[src/rtl/rng_cp_pkg.sv]
// Shared definitions for the RNG card-path draw controller: state encoding
// exported on state_o and the width of that encoding.
package rng_cp_pkg;

    localparam int STATE_W = 2;

    localparam logic [STATE_W-1:0] ST_IDLE   = 2'd0;
    localparam logic [STATE_W-1:0] ST_WARMUP = 2'd1;
    localparam logic [STATE_W-1:0] ST_GEN    = 2'd2;
    localparam logic [STATE_W-1:0] ST_SEND   = 2'd3;

endpackage

[src/rtl/rng_cp_downcnt.sv]
// Loadable down-counter with zero and one flags; saturates at zero so it never
// wraps. Used for the warm-up timer and the remaining-cards counter.
module rng_cp_downcnt
    import rng_cp_pkg::*;
#(
    parameter int CNT_W = 4
) (
    input  logic             clk_cp_i,
    input  logic             rst_cp_i,
    input  logic             clr,
    input  logic             load,
    input  logic [CNT_W-1:0] load_val,
    input  logic             dec,
    output logic [CNT_W-1:0] cnt,
    output logic             zero,
    output logic             last
);

    always_ff @(posedge clk_cp_i or negedge rst_cp_i) begin
        if (!rst_cp_i) begin
            cnt <= '0;
        end else if (clr) begin
            cnt <= '0;
        end else if (load) begin
            cnt <= load_val;
        end else if (dec && (cnt != '0)) begin
            cnt <= cnt - 1'b1;
        end
    end

    assign zero = (cnt == '0);
    assign last = (cnt == CNT_W'(1));

endmodule

[src/rtl/rng_draw_ctrl.sv]
// Multi-card draw controller for the RNG card path: warm-up, step and hand-off
// sequencing with a valid/ack handshake. Define RNG_CP_TIMEOUT_EN to add the ack timeout.
module rng_draw_ctrl
    import rng_cp_pkg::*;
#(
    parameter int CNT_W       = 4,
    parameter int WARMUP_CYC  = 8,
    parameter int TIMEOUT_CYC = 64
) (
    input  logic               clk_cp_i,
    input  logic               rst_cp_i,
    input  logic               req_card_i,
    input  logic [CNT_W-1:0]   draw_count_i,
    input  logic               card_ack_i,
    output logic               gen_en_o,
    output logic               card_valid_o,
    output logic               busy_o,
    output logic               done_o,
    output logic               timeout_o,
    output logic [CNT_W-1:0]   remaining_o,
    output logic [STATE_W-1:0] state_o
);

    // Warm-up counter is loaded with WARMUP_CYC-1 so WARMUP spans exactly WARMUP_CYC cycles.
    localparam int WU_W = (WARMUP_CYC > 1) ? $clog2(WARMUP_CYC) : 1;
    localparam logic [WU_W-1:0] WU_LOAD = (WARMUP_CYC > 0) ? WU_W'(WARMUP_CYC - 1) : '0;

    logic [STATE_W-1:0] state_q, state_nxt;
    logic               wu_load, wu_dec, wu_zero, wu_last;
    logic [WU_W-1:0]    wu_cnt;
    logic               rem_load, rem_dec, rem_clr, rem_zero, rem_last;
    logic [CNT_W-1:0]   rem_cnt;
    logic               done_nxt, done_q;
    logic               to_hit;
    logic               unused_wu;

    rng_cp_downcnt #(.CNT_W(WU_W)) u_wu_cnt (
        .clk_cp_i (clk_cp_i),
        .rst_cp_i (rst_cp_i),
        .clr      (1'b0),
        .load     (wu_load),
        .load_val (WU_LOAD),
        .dec      (wu_dec),
        .cnt      (wu_cnt),
        .zero     (wu_zero),
        .last     (wu_last)
    );

    rng_cp_downcnt #(.CNT_W(CNT_W)) u_rem_cnt (
        .clk_cp_i (clk_cp_i),
        .rst_cp_i (rst_cp_i),
        .clr      (rem_clr),
        .load     (rem_load),
        .load_val (draw_count_i),
        .dec      (rem_dec),
        .cnt      (rem_cnt),
        .zero     (rem_zero),
        .last     (rem_last)
    );

    assign unused_wu = ^{wu_cnt, wu_last};

`ifdef RNG_CP_TIMEOUT_EN
    localparam int WT_W = $clog2(TIMEOUT_CYC + 1);

    logic [WT_W-1:0] wait_q;
    logic            to_q;

    // An ack on the timeout edge takes priority, so the hit is qualified by !card_ack_i.
    assign to_hit = (state_q == ST_SEND) && !card_ack_i && (wait_q == WT_W'(TIMEOUT_CYC - 1));

    always_ff @(posedge clk_cp_i or negedge rst_cp_i) begin
        if (!rst_cp_i) begin
            wait_q <= '0;
            to_q   <= 1'b0;
        end else begin
            to_q <= to_hit;
            if (state_q != ST_SEND) begin
                wait_q <= '0;
            end else if (!card_ack_i) begin
                wait_q <= wait_q + 1'b1;
            end
        end
    end

    assign timeout_o = to_q;
`else
    assign to_hit    = 1'b0;
    assign timeout_o = 1'b0;
`endif

    always_comb begin
        state_nxt = state_q;
        wu_load   = 1'b0;
        wu_dec    = 1'b0;
        rem_load  = 1'b0;
        rem_dec   = 1'b0;
        rem_clr   = 1'b0;
        done_nxt  = 1'b0;
        case (state_q)
            ST_IDLE: begin
                if (req_card_i && (draw_count_i != '0)) begin
                    rem_load  = 1'b1;
                    wu_load   = 1'b1;
                    state_nxt = (WARMUP_CYC > 0) ? ST_WARMUP : ST_GEN;
                end
            end
            ST_WARMUP: begin
                if (wu_zero) begin
                    state_nxt = ST_GEN;
                end else begin
                    wu_dec = 1'b1;
                end
            end
            ST_GEN: begin
                state_nxt = ST_SEND;
            end
            ST_SEND: begin
                if (card_ack_i && !rem_zero) begin
                    rem_dec = 1'b1;
                    if (rem_last) begin
                        state_nxt = ST_IDLE;
                        done_nxt  = 1'b1;
                    end else begin
                        state_nxt = ST_GEN;
                    end
                end else if (to_hit) begin
                    state_nxt = ST_IDLE;
                    rem_clr   = 1'b1;
                end
            end
            default: state_nxt = ST_IDLE;
        endcase
    end

    always_ff @(posedge clk_cp_i or negedge rst_cp_i) begin
        if (!rst_cp_i) begin
            state_q <= ST_IDLE;
            done_q  <= 1'b0;
        end else begin
            state_q <= state_nxt;
            done_q  <= done_nxt;
        end
    end

    assign gen_en_o     = (state_q == ST_WARMUP) || (state_q == ST_GEN);
    assign card_valid_o = (state_q == ST_SEND);
    assign busy_o       = (state_q != ST_IDLE);
    assign done_o       = done_q;
    assign remaining_o  = rem_cnt;
    assign state_o      = state_q;

endmodule

[config.mk]
export PLATFORM = sky130hd
export DESIGN_NAME = rng_draw_ctrl
export DESIGN_NICKNAME = d
export VERILOG_FILES = /design/src/rtl/rng_cp_pkg.sv /design/src/rtl/rng_cp_downcnt.sv /design/src/rtl/rng_draw_ctrl.sv
export SDC_FILE = /design/constraint.sdc
export NUM_CORES = 1
export LEC_CHECK = 0
export ABC_AREA = 1
export BUFFER_PORTS_ARGS = -buffer_cell sky130_fd_sc_hd__buf_2
export CAP_MARGIN = 10
export CORE_UTILIZATION = 55
export CTS_BUF_LIST = sky130_fd_sc_hd__clkbuf_8
export CTS_CLUSTER_DIAMETER = 40
export DETAILED_ROUTE_END_ITERATION = 16
export GPL_TIMING_DRIVEN = 1
export PLACE_DENSITY = 0.8
export SLEW_MARGIN = 5
export SYNTH_ARGS = -nofsm -noshare
export SYNTH_HDL_FRONTEND = slang
export SYNTH_SLANG_ARGS = --single-unit
[constraint.sdc]
create_clock -name clk_cp_i -period 3.29 [get_ports clk_cp_i]
set_input_delay 0 -clock clk_cp_i [delete_from_list [all_inputs] [get_ports clk_cp_i]]
set_output_delay 0 -clock clk_cp_i [all_outputs]
set_load 0.02 [all_outputs]
==> metrics.txt <==
result of the run=finished clean; antenna-violating nets left=0; Worst R2R End=u_rem_cnt.cnt[0]; setup slack on the worst flop-to-flop path=1.97 ns; synthesized net count=114; vertical extent of the die=38.7 µm; number of pins with negative max-slew slack in the final report=0; buffers added on ports=17; element type at the critical path end=flop; fraction of layout cells with a size suffix above 1=24.8%; type of the worst min-delay path=in2reg; wire length reported by the detailed router=1360 µm; setup repair after global routing missed its margin=no; worst vdd ir=0.000539 V; H-tree levels=1; pin count of the biggest net entering global routing=15; starting utilization of the core area=63.2%; number of distinct standard cells referenced by the synthesized netlist=18; insertion delay to the later sink of the worst-skew pair=0.23 ns; clock-pin slew of the registers on the worst-case setup and hold paths=0.05 ns; die area=0.00150 mm²; CP Max Fanout=14; First DRT Iteration DRCs=22; startpoint of the worst setup timing path=state_o[1]; Worst EP required=3.42 ns; I/O pins=19; Static Leakage=0.530 nW; via count=650; YS warnings=0; startpoint type of the worst setup path=flop; width of the die=38.7 µm; Critical Path End=u_rem_cnt.cnt[0]; Resized cells post-CTS=0; first-pass iteration count of the detailed router=4; category of the most critical setup path=reg2reg; Setup Slack @ Placement=1.98 ns; CTS Buffer Depth=2; cell area power density=1010 mW/mm²; routability cong.=0.741; WL per Instance=10.4 µm; mean number of vias per cell=4.96; number of inserted filler cells in the final layout=85; # rows=12; number of antenna violations at the first check in global routing=0; count of inserted antenna diode cells=0; detailed placer's ending HPWL=1050 µm; synthesized area divided by synthesized cell count=7.64 µm²; Overflow after GRT=0; clock period minus worst slack=1.32 ns; number of failing setup endpoints in the final timing report=0; post-synthesis cell area=741 µm²; Syn-to-layout area delta=20.1%; total of max-cap violations=0; number of global-route vias before repair=552; area of the core=0.00117 mm²; WP data arrival=1.45 ns; sum of negative setup slack=0 ns; number of synthesized register bits=10; clock buffer count from CTS=3; clock sink count=10; Max Clk Rate=0.757 GHz; Max Clock Skew=0.00162 ns; origin of the critical flop-to-flop path=state_o[1]; Final Hold Viols=0; Clk Tree Root Cell=sky130_fd_sc_hd__clkbuf_8; post-synthesis sequential area ratio=33.8%; total global routing track utilization=21.6%; NumNets Final=135; clock tree from TritonCTS=built; final setup margin=1.97 ns; global-route wire length before repair=2150 µm; Period Utilization, post-route=40.1%; reg2reg path depth=7; Gate Count Post-Synth=97; DRC violations left=0
[worst min-delay path by stage]
stage,start,end,slack [ns],cells past startpoint
2_1_floorplan,rst_cp_i,done_o,-0.30,0
3_3_place_gp,rst_cp_i,u_wu_cnt.cnt[1],-0.13,1
3_5_place_dp,rst_cp_i,state_o[0],-0.13,1
4_1_cts,draw_count_i[1],u_rem_cnt.cnt[1],0.01,3
5_1_grt,draw_count_i[1],u_rem_cnt.cnt[1],0.03,3
6_report,draw_count_i[1],u_rem_cnt.cnt[1],0.008,3
[report_power, final]
| group | total [mW] | internal, mW | switching (mW) |
|---|---|---|---|
| Combinational | 0.514 | 0.193 | 0.322 |
| Clock | 0.153 | 0.105 | 0.0475 |
| Sequential | 0.235 | 0.181 | 0.0548 |
[final cells by class]
cell class | instances | area (µm²) | share of cell area [%]
repair buffers | 18 | 95.1 | 10.7
well taps | 14 | 17.5 | 1.97
flip-flops and latches | 10 | 250 | 28.1
clock buffers | 4 | 55.1 | 6.19
inverters | 15 | 56.3 | 6.33
multi-input cells | 70 | 415 | 46.7
[routing by layer]
layer,global-route usage [%],vias up,share of wire [%]
li1,-,346,-
met1,24.3,285,46
met2,37.5,15,47
met3,1.73,4,3.1
met4,15.5,0,3.2
met5,0,-,0
[stage by stage]
stage / hold slack (ns) / cells / util [%] / total power [mW] / cell area [µm²]
global placement: -0.130 / 126 / 70.4 / 0.741 / 825
finish: 0.00753 / 131 / 76.0 / 0.902 / 890
detailed placement: -0.128 / 126 / 70.4 / 0.749 / 825
CTS: 0.0108 / 131 / 76.0 / 0.909 / 890
global route: 0.0291 / 131 / 76.0 / 0.986 / 890
floorplan: -0.296 / 97 / - / 0.634 / 741
[worst max-delay path: stages, from the launching register on]
cell	delay [ns]
sky130_fd_sc_hd__dfrtp_1	0.43
sky130_fd_sc_hd__inv_1	0.12
sky130_fd_sc_hd__ha_1	0.26
sky130_fd_sc_hd__nand3_4	0.18
sky130_fd_sc_hd__nand2_1	0.09
sky130_fd_sc_hd__nand2_1	0.05
sky130_fd_sc_hd__nand2_1	0.05
sky130_fd_sc_hd__nand2_1	0.04
[registers in the layout, indices dropped and copies added, names as in the netlist]
signal and flops:
u_rem_cnt.cnt 4, u_wu_cnt.cnt 3, state_o 2, done_o 1
[cells in the mapped netlist]
master,number,share of area (%)
sky130_fd_sc_hd__nand2_1,28,14
sky130_fd_sc_hd__inv_1,14,7.1
sky130_fd_sc_hd__nand3_1,14,9.5
sky130_fd_sc_hd__dfrtp_1,10,34
sky130_fd_sc_hd__ha_1,9,15
sky130_fd_sc_hd__nand2_2,4,3.4
sky130_fd_sc_hd__nor2_1,4,2.0
sky130_fd_sc_hd__nand4_1,3,2.5
sky130_fd_sc_hd__o211ai_1,2,2.0
sky130_fd_sc_hd__buf_4,1,1.0
sky130_fd_sc_hd__buf_6,1,1.5
sky130_fd_sc_hd__conb_1,1,0.51
sky130_fd_sc_hd__inv_2,1,0.51
sky130_fd_sc_hd__nand3_2,1,1.4
sky130_fd_sc_hd__nand3_4,1,2.4
sky130_fd_sc_hd__nand3b_1,1,1.0
sky130_fd_sc_hd__nor2_2,1,0.85
sky130_fd_sc_hd__xor2_1,1,1.2
[kinds of logic (layout without fill, tap and decap cells)]
logic type                 Yosys count  after routing  synth area share [%]
other                                1              1                 0.506
adders and majority gates            9              9                  15.2
DFF                                 10             10                  33.8
xor gates and xnor gates             1              1                  1.18
AOI/OAI and AO/OA                    2              2                  2.03
buffers and inverters               17             37                  10.1
and+or+nand+nor                     57             57                  37.2
[repair_timing]
item | in CTS | in global routing
setup buffers | 0 | 0
endpoints found under the hold margin | 10 | 0
hold buffers | 1 | 0
[cells in the final DEF, fill, tap and decap left out]
cell type	instances
sky130_fd_sc_hd__nor2_2	1
sky130_fd_sc_hd__nand3b_1	1
sky130_fd_sc_hd__o211ai_1	2
sky130_fd_sc_hd__buf_2	17
sky130_fd_sc_hd__inv_2	1
sky130_fd_sc_hd__nor2_1	4
sky130_fd_sc_hd__xor2_1	1
sky130_fd_sc_hd__conb_1	1
sky130_fd_sc_hd__dlygate4sd3_1	1
sky130_fd_sc_hd__nand4_1	3
sky130_fd_sc_hd__nand3_4	1
sky130_fd_sc_hd__nand2_1	28
sky130_fd_sc_hd__nand3_1	14
sky130_fd_sc_hd__nand3_2	1
sky130_fd_sc_hd__dfrtp_1	10
sky130_fd_sc_hd__inv_1	14
sky130_fd_sc_hd__clkbuf_8	4
sky130_fd_sc_hd__nand2_2	4
sky130_fd_sc_hd__ha_1	9
Power figures use the tool's default switching activity.
